[src/rtl/pattern_rec_pkg.sv]
// Shared definitions for the pattern-recognition mask path.
// Holds the frame writer state encoding, the default image geometry,
// the derived default frame size, and a helper that derives the frame
// size from any width/height pair so modules with overridden geometry
// compute it the same way.
// Ports: none (package only).
package pattern_rec_pkg;

    typedef enum logic [1:0] {
        ST_IDLE  = 2'd0,
        ST_WRITE = 2'd1,
        ST_DRAIN = 2'd2
    } writer_state_e;

    localparam int IMG_WIDTH_DEFAULT  = 640;
    localparam int IMG_HEIGHT_DEFAULT = 480;
    localparam int FRAME_PIXELS       = IMG_WIDTH_DEFAULT * IMG_HEIGHT_DEFAULT;

    function automatic int calc_frame_pixels(input int width, input int height);
        return width * height;
    endfunction

endpackage

[src/rtl/mask_frame_writer.sv]
// Mask frame writer: takes a raster-order stream of mask pixels framed by
// sop/eop markers and writes one complete frame into a buffer, one pixel
// per address starting at 0. Malformed frames (early eop, missing eop,
// sop restarting mid-frame) are flagged with a frame_error pulse.
// Ports:
//   clk, rst_n          - clock (rising edge) and async active-low reset
//   in_valid/in_ready   - upstream handshake, transfer when both high
//   in_data             - mask pixel
//   in_sop/in_eop       - first/last pixel of frame markers
//   hold                - downstream is reading; blocks start of a new frame
//   we/waddr/wdata      - registered buffer write port
//   busy                - capture in progress (WRITE or DRAIN)
//   frame_done          - one-cycle pulse with the final write of a good frame
//   frame_error         - one-cycle pulse with the write/pixel that broke a frame
module mask_frame_writer
    import pattern_rec_pkg::*;
#(
    parameter int IMG_WIDTH  = IMG_WIDTH_DEFAULT,
    parameter int IMG_HEIGHT = IMG_HEIGHT_DEFAULT,
    parameter int ADDR_WIDTH = 19,
    parameter int DATA_WIDTH = 1
) (
    input  logic                  clk,
    input  logic                  rst_n,
    input  logic                  in_valid,
    output logic                  in_ready,
    input  logic [DATA_WIDTH-1:0] in_data,
    input  logic                  in_sop,
    input  logic                  in_eop,
    input  logic                  hold,
    output logic                  we,
    output logic [ADDR_WIDTH-1:0] waddr,
    output logic [DATA_WIDTH-1:0] wdata,
    output logic                  busy,
    output logic                  frame_done,
    output logic                  frame_error
);

    localparam int FRAME_PIXELS_P = calc_frame_pixels(IMG_WIDTH, IMG_HEIGHT);
    localparam logic [ADDR_WIDTH-1:0] LAST_ADDR = ADDR_WIDTH'(FRAME_PIXELS_P - 1);

    writer_state_e           state_q, state_d;
    logic [ADDR_WIDTH-1:0]   count_q, count_d;
    logic [ADDR_WIDTH-1:0]   wr_addr;
    logic                    wr_en;
    logic                    capture;
    logic                    done_d;
    logic                    err_d;
    logic                    accept;
    logic                    we_q;
    logic [ADDR_WIDTH-1:0]   waddr_q;
    logic [DATA_WIDTH-1:0]   wdata_q;
    logic                    done_q;
    logic                    err_q;

    // hold only gates the start of a frame; once capturing, every pixel is
    // taken so the upstream stream is never stalled mid-frame. Ready is
    // forced low during reset so nothing is handshaken while the block is
    // not listening.
    assign in_ready = rst_n && ((state_q == ST_IDLE) ? !hold : 1'b1);
    assign accept   = in_valid && in_ready;
    assign busy     = (state_q != ST_IDLE);

    // State and address counter registers. count_q holds the address the
    // next non-sop pixel will be written to.
    always_ff @(posedge clk or negedge rst_n) begin
        if (!rst_n) begin
            state_q <= ST_IDLE;
            count_q <= '0;
        end else begin
            state_q <= state_d;
            count_q <= count_d;
        end
    end

    // Next-state logic. Every pixel that is to be written goes through the
    // common "capture" path: sop always restarts at address 0, and the
    // eop/last-address combination decides between done, error-and-idle,
    // or error-and-drain. This makes sop+eop on one pixel behave as sop
    // followed by eop, and lets DRAIN restart a frame the same way IDLE does.
    always_comb begin
        state_d = state_q;
        count_d = count_q;
        capture = 1'b0;
        wr_en   = 1'b0;
        wr_addr = count_q;
        done_d  = 1'b0;
        err_d   = 1'b0;

        case (state_q)
            ST_IDLE: begin
                if (accept && in_sop) begin
                    capture = 1'b1;
                end
            end
            ST_WRITE: begin
                if (accept) begin
                    capture = 1'b1;
                    if (in_sop) begin
                        err_d = 1'b1;
                    end
                end
            end
            ST_DRAIN: begin
                if (accept) begin
                    if (in_sop) begin
                        capture = 1'b1;
                    end else if (in_eop) begin
                        state_d = ST_IDLE;
                        count_d = '0;
                    end
                end
            end
            default: begin
                state_d = ST_IDLE;
                count_d = '0;
            end
        endcase

        if (capture) begin
            wr_en   = 1'b1;
            wr_addr = in_sop ? '0 : count_q;
            if (wr_addr == LAST_ADDR) begin
                // Counter stops here: either the frame closed cleanly or the
                // remaining pixels are thrown away in DRAIN.
                count_d = '0;
                if (in_eop) begin
                    done_d  = 1'b1;
                    state_d = ST_IDLE;
                end else begin
                    err_d   = 1'b1;
                    state_d = ST_DRAIN;
                end
            end else if (in_eop) begin
                err_d   = 1'b1;
                state_d = ST_IDLE;
                count_d = '0;
            end else begin
                state_d = ST_WRITE;
                count_d = wr_addr + 1'b1;
            end
        end

        // A frame that was already broken by a restarting sop cannot also
        // count as complete.
        if (err_d) begin
            done_d = 1'b0;
        end
    end

    // Registered write port and status pulses, all aligned to the cycle
    // after the accepting edge. waddr/wdata keep their last value when no
    // write happens; only we qualifies them.
    always_ff @(posedge clk or negedge rst_n) begin
        if (!rst_n) begin
            we_q    <= 1'b0;
            waddr_q <= '0;
            wdata_q <= '0;
            done_q  <= 1'b0;
            err_q   <= 1'b0;
        end else begin
            we_q   <= wr_en;
            done_q <= done_d;
            err_q  <= err_d;
            if (wr_en) begin
                waddr_q <= wr_addr;
                wdata_q <= in_data;
            end
        end
    end

    assign we          = we_q;
    assign waddr       = waddr_q;
    assign wdata       = wdata_q;
    assign frame_done  = done_q;
    assign frame_error = err_q;

endmodule
[config.mk]
export PLATFORM = sky130hd
export DESIGN_NAME = mask_frame_writer
export DESIGN_NICKNAME = d
export VERILOG_FILES = /design/src/rtl/pattern_rec_pkg.sv /design/src/rtl/mask_frame_writer.sv
export SDC_FILE = /design/constraint.sdc
export NUM_CORES = 1
export LEC_CHECK = 0
export ABC_AREA = 1
export CORE_ASPECT_RATIO = 0.75
export CORE_MARGIN = 2
export CORE_UTILIZATION = 55
export CTS_BUF_LIST = sky130_fd_sc_hd__clkbuf_16
export DETAILED_ROUTE_END_ITERATION = 16
export HOLD_SLACK_MARGIN = 0.1
export PLACE_DENSITY = 0.92
export SLEW_MARGIN = 20
export SYNTH_ARGS = -nofsm -noshare
export SYNTH_HDL_FRONTEND = slang
export SYNTH_SLANG_ARGS = --single-unit
[constraint.sdc]
create_clock -name clk -period 2.7 [get_ports clk]
set_input_delay 0.405 -clock clk [delete_from_list [all_inputs] [get_ports clk]]
set_output_delay 0.405 -clock clk [all_outputs]
set_load 0.1 [all_outputs]
# --- Word-level counts from Yosys, hierarchy flattened ---
# Cells that the tools add are included.
op_classes:
  add_sub_neg: 1
  n_eq_ne: 7
  mux: 33
  reduce_logical: 8
ops:
  columns: ["op", "count"]
  rows:
  - ["19-bit two-way mux", 8]
  - ["19-bit one-hot mux with 2 select lines", 1]
  - ["19-bit by 1-bit adder with 19-bit output, second input constant", 1]
  - ["19-bit equality test, second input constant", 1]
  - ["1-bit two-way mux", 16]
  - ["2-bit two-way mux", 6]
  - ["3-bit inequality test, second input constant", 3]
  - ["2-bit one-hot mux with 2 select lines", 1]
  - ["4-bit AND reduction", 1]
  - ["1-bit logical AND", 3]
  - ["1-bit one-hot mux with 3 select lines", 1]
  - ["2-bit by 1-bit equality test with 1-bit output, second input constant", 1]
  - ["2-bit equality test, second input constant", 1]
  - ["2-bit logical NOT", 1]
  - ["2-bit by 1-bit inequality test with 1-bit output, second input constant", 1]
  - ["2-bit nonzero test", 1]
  - ["2-bit OR reduction", 1]
  - ["1-bit logical NOT", 1]
word_totals:
  regBits: 44
  elab_cells: 56

# --- Depth between registers and ports, before layout ---
# Gate-level depths: netlist (run 1).
depth:
  word_depth: 10
  ltp_mapped: 14
  mapped_depth_nobuf: 12

# --- Least setup slack after synthesis (run 1) ---
# OpenSTA, ideal clock, no wires.
synth_path:
  path_kind: "input-to-reg"
  startpoint: "input port rst_n"
  endpoint: "register err_q (netlist: frame_error)"
  setup_time_ns: 0.077
  t_arrival_ns: 3.211
  required_time_ns: 2.623
  slack_ns: -0.589
  cell_stages: 5
  path_buffers: 0
  path_cell_list: "a21boi_0 -> nand3_1 -> nand2_1 -> nand2_1 -> a21oi_1"
synth_via:
  elab_chain_cells: 7
synth_rtl:
  columns: ["item", "line", "text"]
  rows:
  - ["start: declaration", "mask_frame_writer.sv:24", "input logic rst_n,"]
  - ["1-bit logical AND (*)", "mask_frame_writer.sv:60", "assign in_ready = rst_n && ((state_q == ST_IDLE) ? !hold : 1'b1);"]
  - ["1-bit logical AND (*)", "mask_frame_writer.sv:61", "assign accept = in_valid && in_ready;"]
  - ["1-bit two-way mux", "mask_frame_writer.sv:97", "if (accept) begin"]
  - ["1-bit two-way mux", "mask_frame_writer.sv:90", "case (state_q)"]
  - ["1-bit two-way mux (on tied branches)", "mask_frame_writer.sv:134, mask_frame_writer.sv:127", null]
  - ["1-bit two-way mux", "mask_frame_writer.sv:123", "if (wr_addr == LAST_ADDR) begin"]
  - ["1-bit two-way mux (*)", "mask_frame_writer.sv:120", "if (capture) begin"]
  - ["named net err_d", "mask_frame_writer.sv:48", "logic err_d;"]
  - ["end signal: assignment", "mask_frame_writer.sv:164", "err_q <= err_d;"]
  - ["end: declaration", "mask_frame_writer.sv:54", "logic err_q;"]
# The timed path passes the listed nets; every way through them passes the cells marked *.
# A chain may end at the register's enable or synchronous reset.

# --- Final worst setup path (run 1) ---
layout_path:
  startpoint: "input port in_sop"
  endpoint: "register count_q[8]"
layout_via:
  elab_chain_cells: 5
layout_rtl:
  columns: ["item", "line", "text"]
  rows:
  - ["start: declaration", "mask_frame_writer.sv:28", "input logic in_sop,"]
  - ["19-bit two-way mux (tied with other cells)", "mask_frame_writer.sv:122", "wr_addr = in_sop ? '0 : count_q;"]
  - ["19-bit by 1-bit adder with 19-bit output (tied with other cells)", "mask_frame_writer.sv:140", "count_d = wr_addr + 1'b1;"]
  - ["19-bit two-way mux or 1-bit one-hot mux with 3 select lines (tied branches)", "mask_frame_writer.sv:134, mask_frame_writer.sv:90", null]
  - ["19-bit two-way mux (tied with other cells)", "mask_frame_writer.sv:123", null]
  - ["19-bit two-way mux or 4-bit AND reduction (tied branches)", null, null]
  - ["end signal: assignment", "mask_frame_writer.sv:72", "count_q <= count_d;"]
  - ["end: declaration", "mask_frame_writer.sv:43", "logic [ADDR_WIDTH-1:0] count_q, count_d;"]
# Parallel ways exist; a longest one is shown, timed or not.

==> impl_metrics.env, run 1 <==
export IMPL_antenna_found_initial=0
export IMPL_final_max_slew_viol_count=0
export IMPL_path_max_fanout=12
export IMPL_cts_tree="built"
export IMPL_cts_hold_buffers_added=1
export IMPL_post_cts_setup_buffers=0
export IMPL_yosysMostFrequentCell="nand2_1"
export IMPL_rsz0062_at_grt="false"
export IMPL_fin_hold_ws_ps=481.1
export IMPL_grt_ovfl_total=0
export IMPL_syn_inst=307
export IMPL_antenna_cells=0
export IMPL_gp_congestion=0.9286
export IMPL_skew_ps=3.297
export IMPL_cts_root_buf="clkbuf_16"
export IMPL_post_cts_resized=0
export IMPL_dieArea_mm2=0.004850
export IMPL_p_total_mw=2.067
export IMPL_fp_dieH_um=60.82
export IMPL_tightest_slew_ps=543.5
export IMPL_dp_slack_ps=135.2
export IMPL_postRouteAntennaNets=0
export IMPL_ff2ff_setup_slack_ps=800
export IMPL_outcome="complete, no violations"
export IMPL_fin_nets=354
export IMPL_cts_htree_levels=2
export IMPL_regArea_mm2=0.001101
export IMPL_post_route_period_util=0.8415
export IMPL_io_buffer_count=31
export IMPL_via_per_inst=5.409
export IMPL_startpoint_type="primary input"
export IMPL_flow_area_growth_from_synthesis_pct=21.04
export IMPL_start_util=0.5768
export IMPL_drt_pass1_iterations=5
export IMPL_ys_async_sr_fraction=1.000
export IMPL_wl_um=6071
export IMPL_power_density_mw_per_mm2=721.3
export IMPL_syn_num_nets=315
export IMPL_yosys_warnings=0
export IMPL_fin_ws_ps=427.9
export IMPL_setup_viol=0
export IMPL_whs_path_depth=2
export IMPL_layout_drive_gt1_share=0.1503
export IMPL_dpl_cell_area_mm2=0.002670
export IMPL_fin_crit_ps=2272
export IMPL_max_slew_margin=0.6363
export IMPL_dp_cells=393
export IMPL_cts_inserted_buffers=5
export IMPL_final_util=0.6982
export IMPL_fmax_mhz=440.1
export IMPL_io_pins=32
export IMPL_p_leak_nw=1.360
export IMPL_cts_buffer_depth=2
export IMPL_crit_type="primary input to flip-flop"
export IMPL_cp_data_arrival_time_ps=2420
export IMPL_coreArea_mm2=0.004104
export IMPL_clkLatencyLatePin_ps=290
export IMPL_yosys_area_top_type="dfrtp_1"
export IMPL_synthTopCellsByArea="dfrtp_1 (47%), nand2_1 (16%), nand3_1 (7.2%)"
export IMPL_dpl_hpwl_um=4464
export IMPL_synth_top_cell_area_share=0.4651
export IMPL_grt_max_degree=37
export IMPL_critPathCaptureType="flip-flop"
export IMPL_avgSynthCellArea_um2=7.711
export IMPL_ff2ff_path_depth=10
export IMPL_worstHoldPathType="flip-flop to flip-flop"
export IMPL_die_x_um=79.76
export IMPL_synth_edf_count=0
export IMPL_layoutNonFillerInstCount=401
export IMPL_grt_usage=0.2806
export IMPL_grt_pass1_wl_um=10170
export IMPL_cap_violations=0
export IMPL_route_detailed_drc=0
export IMPL_finalInstanceArea_mm2=0.002865
export IMPL_fin_tns_setup_ps=0
export IMPL_ys_types=26
export IMPL_required_ps=2850
export IMPL_synth_cell_area_mm2=0.002367
export IMPL_grt_pass1_vias=2082
export IMPL_synth_seq_area_share=0.4651
export IMPL_wl_per_cell_um=15.14
export IMPL_synth_seq_cells=44
export IMPL_hold_violations=0
export IMPL_multiInputGateArea_mm2=0.001067
export IMPL_nFillCells=344
export IMPL_netlist_top_cells_count="nand2_1 (102), dfrtp_1 (44), nand3_1 (34), nor2_1 (34), o21ai_0 (29)"
export IMPL_vias=2169
export IMPL_clock_sinks=44
export IMPL_first_iter_violations=200
export IMPL_synth_flop_cell="dfrtp_1"
export IMPL_row_count=20
export IMPL_clk_pin_slew_worst_paths_ps=60
export IMPL_ir_drop_uv=448.6
==> flip-flops by register name (all words and copies together), names as in the netlist <==
name,cells
frame_error,1
wdata,1
waddr,19
state_q,2
count_q,19
frame_done,1
we,1
==> report_power, final <==
group          total [mW]  switching (mW)  internal [mW]  leakage, nW
Combinational       0.555           0.433          0.122        0.662
Sequential          0.743          0.0363          0.707        0.608
Clock               0.768           0.244          0.525       0.0899
Total                2.07           0.713           1.35         1.36
==> area by class of cell <==
type / count / share of cell area
sequential: 44 / 0.3843
multi-input combinational: 231 / 0.3725
timing repair buffer: 42 / 0.1231
clock buffer: 5 / 0.04367
inverter: 22 / 0.03144
tap: 55 / 0.02402
clock inverter: 2 / 0.02096
==> layer usage <==
| layer | global-route usage | routed length [um] | part of all wire |
|---|---|---|---|
| met5 | 0 | 0 | 0 |
| met4 | 0.07506 | 63 | 0.010 |
| met3 | 0.04167 | 467 | 0.077 |
| met2 | 0.4430 | 2695 | 0.44 |
| met1 | 0.4135 | 2845 | 0.47 |
==> layout by cell type, fill, tap and decap left out <==
cell type / n
nand2_1: 102
dfrtp_1: 44
nand3_1: 34
nor2_1: 34
buf_4: 33
o21ai_0: 29
inv_1: 20
nor2_2: 5
xor2_1: 5
xnor2_1: 5
clkbuf_16: 5
clkdlybuf4s50_1: 5
and2_1: 3
nor3_1: 2
a21oi_1: 2
nand4_1: 2
o21ai_1: 2
nand3b_1: 2
bufinv_16: 2
buf_12: 2
inv_8: 1
a21boi_1: 1
inv_2: 1
nand3_2: 1
o21ai_4: 1
ha_1: 1
dlygate4sd3_1: 1
buf_2: 1
==> critical path: stages <==
cell and delay (ps):
clkdlybuf4s50_1 580, nor2_1 220, ha_1 190, inv_1 60
nor2_2 170, nand2_1 90, inv_1 120, nand3_2 110
nand2_1 310, o21ai_0 160
==> worst paths after layout <==
check                                     endpoint                   start
setup / recovery            count_q[8]$_DFFE_PN0P_                  in_sop
hold / removal               waddr[12]$_DFFE_PN0P_   waddr[12]$_DFFE_PN0P_
setup reg to reg            count_q[8]$_DFFE_PN0P_  count_q[0]$_DFFE_PN0P_
hold reg to reg              waddr[12]$_DFFE_PN0P_   waddr[12]$_DFFE_PN0P_
max in group asynchronous  count_q[16]$_DFFE_PN0P_                   rst_n
min in group asynchronous     frame_done$_DFF_PN0_                   rst_n
==> cells by family (layout without fill, tap and decap cells) <==
family                   Yosys count  count (layout)  share of synthesized area
buffers and inverters             32              71                    0.08403
adder cells (fa/ha/maj)            1               1                   0.005285
XOR/XNOR                          10              10                    0.03700
AND/OR/NAND/NOR                  185             185                     0.3287
AO/OA/AOI/OAI                     35              35                    0.07981
flip-flops                        44              44                     0.4651
(Power assumes the default switching activity.)
==> inputs of run 2 (changes only) <==
Clock period 2.7 ns to 2.15 ns, I/O delays scaled along.
==> impl_metrics.env, run 2 (synthesis gave the netlist of run 1 again) <==
export IMPL_coreArea_mm2=0.004104
export IMPL_post_route_period_util=0.9388
export IMPL_via_per_inst=5.450
export IMPL_critPathMaxStageDelay_ps=410
export IMPL_path_cells="clkdlybuf4s50_1, buf_4, nor2_1, ha_1, inv_1, nor2_2, nand2_1, buf_4, nor2_1, nand3_1, a21oi_1"
export IMPL_p_leak_nw=1.519
export IMPL_hold_violations=0
export IMPL_fin_crit_ps=2018
export IMPL_grt_pass1_vias=2272
export IMPL_met1_usage=0.3700
export IMPL_crit_type="primary input to flip-flop"
export IMPL_antenna_cells=0
export IMPL_cts_root_buf="clkbuf_16"
export IMPL_slowest_stage="clkdlybuf4s50_1"
export IMPL_max_slew_margin=0.4210
export IMPL_busiest_layer="met2"
export IMPL_drt_pass1_iterations=4
export IMPL_fin_ws_ps=131.6
export IMPL_cts_htree_levels=2
export IMPL_setup_viol=0
export IMPL_critPathCaptureType="flip-flop"
export IMPL_finalInstanceArea_mm2=0.003132
export IMPL_wl_um=6329
export IMPL_worstHoldPathType="primary input to asynchronous set/reset pin"
export IMPL_postRouteAntennaNets=0
export IMPL_mostFrequentLayoutCells="nand2_1 (102), buf_4 (60), dfrtp_1 (44)"
export IMPL_dp_slack_ps=-120.6
export IMPL_die_x_um=79.76
export IMPL_dpl_cell_area_mm2=0.002917
export IMPL_dpl_hpwl_um=4727
export IMPL_start_util=0.5768
export IMPL_io_pins=32
export IMPL_dieArea_mm2=0.004850
export IMPL_gr_usage_met3=0.08036
export IMPL_cp_data_arrival_time_ps=2220
export IMPL_grt_pass1_wl_um=10640
export IMPL_grt_use_met2=0.5030
export IMPL_cts_tree="built"
export IMPL_fin_nets=384
export IMPL_clkLatencyLatePin_ps=280
export IMPL_final_common_cell="nand2_1"
export IMPL_fin_tns_setup_ps=0
export IMPL_layout_drive_gt1_share=0.2207
export IMPL_flow_area_growth_from_synthesis_pct=32.29
export IMPL_grt_usage=0.2931
export IMPL_post_cts_setup_buffers=0
export IMPL_outcome="complete, no violations"
export IMPL_clock_sinks=44
export IMPL_row_count=20
export IMPL_power_density_mw_per_mm2=841.7
export IMPL_required_ps=2350
export IMPL_wl_per_cell_um=14.68
export IMPL_route_detailed_drc=0
export IMPL_ir_drop_uv=817.3
export IMPL_tightest_slew_ps=865.7
export IMPL_fp_dieH_um=60.82
export IMPL_fmax_mhz=495.4
export IMPL_final_max_slew_viol_count=0
export IMPL_cap_violations=0
export IMPL_cts_inserted_buffers=5
export IMPL_skew_ps=4.607
export IMPL_path_max_fanout=6
export IMPL_first_iter_violations=260
export IMPL_startpoint_type="primary input"
export IMPL_vias=2349
export IMPL_rsz0062_at_grt="false"
export IMPL_cts_buffer_depth=2
export IMPL_gp_congestion=0.9239
export IMPL_io_buffer_count=31
export IMPL_clk_pin_slew_worst_paths_ps=60
export IMPL_nFillCells=300
export IMPL_grt_ovfl_total=0
export IMPL_antenna_found_initial=0
export IMPL_grt_max_degree=37
-- run 2: cell count changes in the layout (fill, tap and decap cells not counted), sizes merged --
cell | previous run | this run
buf | 36 | 66
-- run 2: stage by stage --
step / hold WS, ps / instances / power [mW] / utilization
2_1_floorplan: 26.91 / 307 / 1.469 / -
3_5_place_dp: 342.9 / 422 / 1.676 / 0.7107
3_3_place_gp: 333.4 / 422 / 1.656 / 0.7107
6_report: 98.22 / 431 / 2.636 / 0.7631
4_1_cts: 108.1 / 431 / 2.646 / 0.7631
5_1_grt: 110.1 / 431 / 2.732 / 0.7631
-- run 2: report_power, final --
group          internal [mW]  total [mW]  switching (mW)
clock                  0.659       0.964           0.305
combinational          0.185       0.740           0.555
sequential             0.888       0.933          0.0448
total                   1.73        2.64           0.905
-- run 2: area by class of cell --
type                            count  area (um2)  area share
Tap cell                           55       68.82     0.02197
Clock buffer                        5       125.1     0.03995
Inverter                           22       90.09     0.02877
Sequential cell                    44        1101      0.3516
Clock inverter                      2       60.06     0.01918
Timing Repair Buffer               72       615.6      0.1966
Multi-Input combinational cell    231        1071      0.3420
-- run 2: what timing repair did --
item                                   4_1_cts  5_1_grt
gates resized for setup                      0        0
hold buffers                                 2        0
endpoints found under the hold margin       44        0
-- run 2: metal layers --
metal | vias to the layer above | routed length, um
met3 | 16 | 476
met4 | 0 | 110
met1 | 1111 | 2675
met2 | 105 | 3066
li1 | 1117 | -
met5 | - | 0
-- run 2: worst paths after layout --
path | from | to | slack, ps | cells after the start
max | in_sop | frame_error$_DFF_PN0_ | 130 | 11
min | rst_n | count_q[2]$_DFFE_PN0P_ | 100 | 3
max reg2reg | count_q[0]$_DFFE_PN0P_ | frame_error$_DFF_PN0_ | 350 | 10
min reg2reg | waddr[2]$_DFFE_PN0P_ | waddr[2]$_DFFE_PN0P_ | 480 | 2
max in group asynchronous | rst_n | count_q[1]$_DFFE_PN0P_ | 810 | 3
min in group clk | waddr[2]$_DFFE_PN0P_ | waddr[2]$_DFFE_PN0P_ | 480 | 2
-- run 2: critical path, delay by kind of cell --
kind                       cells  cell delay (ps)
and+or+nand+nor                5              680
AOI/OAI and AO/OA              1              190
buffers and inverters          4              810
adders and majority gates      1              200
==> inputs of run 3 (changes only) <==
Settings changed: ABC_AREA 1 to 0, CORE_MARGIN 2 to unset, CORE_UTILIZATION 55 to 54, PLACE_DENSITY 0.92 to 0.91, SKIP_LAST_GASP set to 1.
==> impl_metrics.env, run 3 <==
export IMPL_outcome="finished, violations left"
export IMPL_violations="negative setup slack"
export IMPL_io_pins=32
export IMPL_yosysMostFrequentCell="nand2_1"
export IMPL_synth_top_family_by_area="simple AND/OR/NAND/NOR gates"
export IMPL_synthTopCellsByArea="dfrtp_1 (47%), nand2_1 (7.2%), o21ai_0 (4.1%)"
export IMPL_gp_congestion=0.9531
export IMPL_start_util=0.5689
export IMPL_clk_pin_slew_worst_paths_ps=60
export IMPL_syn_num_nets=273
export IMPL_route_detailed_drc=0
export IMPL_die_x_um=77.93
export IMPL_avgSynthCellArea_um2=8.810
export IMPL_grt_pass1_vias=2220
export IMPL_worstHoldPathType="primary input to asynchronous set/reset pin"
export IMPL_netlist_top_cells_count="nand2_1 (45), dfrtp_1 (44), o21ai_0 (19)"
export IMPL_power_internal_mw=1.518
export IMPL_power_density_mw_per_mm2=694.0
export IMPL_first_iter_violations=335
export IMPL_final_common_cell="buf_4"
export IMPL_final_util=0.7598
export IMPL_fin_nets=336
export IMPL_cp_data_arrival_time_ps=2420
export IMPL_critPathCaptureType="flip-flop"
export IMPL_crit_type="flip-flop to flip-flop"
export IMPL_ir_drop_uv=620.7
export IMPL_skew_ps=2.867
export IMPL_synthSimpleGateAreaFrac=0.3135
export IMPL_via_per_inst=6.099
export IMPL_yosys_area_top_type="dfrtp_1"
export IMPL_ys_async_sr_fraction=1.000
export IMPL_pwr_share_seq=0.406
export IMPL_yosys_warnings=0
export IMPL_swShare=0.2985
export IMPL_postRouteAntennaNets=0
export IMPL_dieArea_mm2=0.004593
export IMPL_dpl_hpwl_um=4655
export IMPL_flow_area_growth_from_synthesis_pct=33.55
export IMPL_grt_pass1_wl_um=10730
export IMPL_wl_um=6555
export IMPL_synth_cell_area_mm2=0.002335
export IMPL_cts_tree="built"
export IMPL_rsz0062_at_grt="true"
export IMPL_vias=2342
export IMPL_hold_violations=0
export IMPL_wl_per_cell_um=17.07
export IMPL_fin_ws_ps=-45.27
export IMPL_tightest_slew_ps=690.3
export IMPL_mostFrequentLayoutCells="buf_4 (60), nand2_1 (45), dfrtp_1 (44)"
export IMPL_setup_viol=1
export IMPL_clkLatencyLatePin_ps=290
export IMPL_cts_inserted_buffers=5
export IMPL_synth_seq_area_share=0.4716
export IMPL_required_ps=2370
export IMPL_grt_ovfl_total=0
export IMPL_fp_dieH_um=58.95
export IMPL_cts_buffer_depth=2
export IMPL_combPwrFrac=0.189
export IMPL_cap_violations=0
export IMPL_final_max_slew_viol_count=0
export IMPL_fmax_mhz=455.5
export IMPL_dp_slack_ps=-456.1
export IMPL_synthAdderAreaFrac=0.005359
export IMPL_synth_top_cell_area_share=0.4716
export IMPL_synthXorXnorAreaFrac=0.01501
export IMPL_antenna_cells=0
export IMPL_cts_htree_levels=2
export IMPL_path_max_fanout=5
export IMPL_p_leak_nw=1.390
export IMPL_grt_usage=0.3158
export IMPL_p_sw_mw=0.6460
export IMPL_synth_edf_count=0
export IMPL_finalInstanceArea_mm2=0.003118
export IMPL_layout_drive_gt1_share=0.2644
export IMPL_synth_flop_cell="dfrtp_1"
export IMPL_dpl_cell_area_mm2=0.002907
export IMPL_synth_seq_cells=44
export IMPL_row_count=20
export IMPL_antenna_found_initial=0
export IMPL_muxShareOfSynthArea=0.02412
export IMPL_fin_crit_ps=2195
export IMPL_ys_types=42
export IMPL_post_route_period_util=1.021
export IMPL_grt_max_degree=31
export IMPL_synth_compound_area_share=0.1329
export IMPL_cts_root_buf="clkbuf_16"
export IMPL_drt_pass1_iterations=5
export IMPL_max_slew_margin=0.5381
export IMPL_io_buffer_count=31
export IMPL_syn_inst=265
export IMPL_clock_sinks=44
export IMPL_startpoint_type="flip-flop"
export IMPL_coreArea_mm2=0.004104
export IMPL_p_clk_frac=0.405
run 3: changes by cell type in the layout (fill, tap and decap cells not counted), sizes merged, moves of 5 or more:
cell    delta
nor3       +7
nand4      +9
o21ai     -12
nand3     -19
mux2       +5
nor2      -25
a31oi     +15
xnor2      -5
nor2b      +6
inv       -14
nand2     -57
nand2b    +14
run 3: layout make-up:
cell class / count / area, um2
fillers: 270 / 985.9
clock buffers: 5 / 125.1
repair buffers: 69 / 546.8
inverters: 8 / 32.53
flip-flops and latches: 44 / 1101
multi-input cells: 200 / 1201
clock inverters: 3 / 42.54
well taps: 55 / 68.82
run 3: worst paths after layout:
| check | cells after the start | slack, ps | from | end |
|---|---|---|---|---|
| min in group clk | 2 | 480 | waddr[17]$_DFFE_PN0P_ | waddr[17]$_DFFE_PN0P_ |
| max in group asynchronous | 3 | 1340 | rst_n | count_q[3]$_DFFE_PN0P_ |
| max reg2reg | 8 | -50 | count_q[0]$_DFFE_PN0P_ | state_q[1]$_DFFE_PN0P_ |
| min | 2 | 100 | rst_n | waddr[0]$_DFFE_PN0P_ |
| min reg2reg | 2 | 480 | waddr[17]$_DFFE_PN0P_ | waddr[17]$_DFFE_PN0P_ |
| max | 8 | -50 | count_q[0]$_DFFE_PN0P_ | state_q[1]$_DFFE_PN0P_ |
run 3: cells by family after synthesis:
group | after synthesis
AOI/OAI and AO/OA | 50
muxes | 5
DFF | 44
and+or+nand+nor | 140
buffers and inverters | 21
xor gates and xnor gates | 4
adders and majority gates | 1
run 3: what timing repair did:
item,CTS,global route
hold endpoints to repair,15,0
pin swaps,4,1
gates resized for setup,6,3
buffers inserted,1,0
endpoints found under the setup margin,22,16
hold buffers,1,0
run 3: power by group through the flow:
stage / clock (mW) / sequential [mW] / combinational, mW
floorplan: 0 / 1.02 / 0.128
global placement: 0 / 0.891 / 0.385
detailed placement: 0 / 0.892 / 0.392
CTS: 0.882 / 0.879 / 0.404
global route: 0.910 / 0.882 / 0.431
finish: 0.876 / 0.880 / 0.408
run 3: routing by layer:
metal,wire length (um),share of wire,vias up,GRT usage
li1,-,-,1076,-
met1,2669,0.41,1076,0.4132
met2,2930,0.45,167,0.5133
met3,745,0.11,23,0.06667
met4,210,0.032,0,0.1455
met5,0,0,-,0
run 3: per-stage QoR:
stage / hold WS [ps] / setup TNS [ps] / power [mW] / std cells
after floorplan: 26.91 / -2350 / 1.152 / 265
after global placement: 336.7 / -7648 / 1.276 / 374
after detailed placement: 362.5 / -8874 / 1.284 / 374
after CTS: 126.9 / -92.17 / 2.166 / 384
after global routing: 132.9 / -147.7 / 2.224 / 384
final: 102.9 / -45.27 / 2.164 / 384
run 3: critical path, cell delays in order (launching register included):
cell	delay (ps)
dfrtp_1	400
nand2b_4	70
inv_4	60
ha_4	150
nand4b_4	100
or2_4	240
or4_4	450
or4_4	530
o21ai_1	130
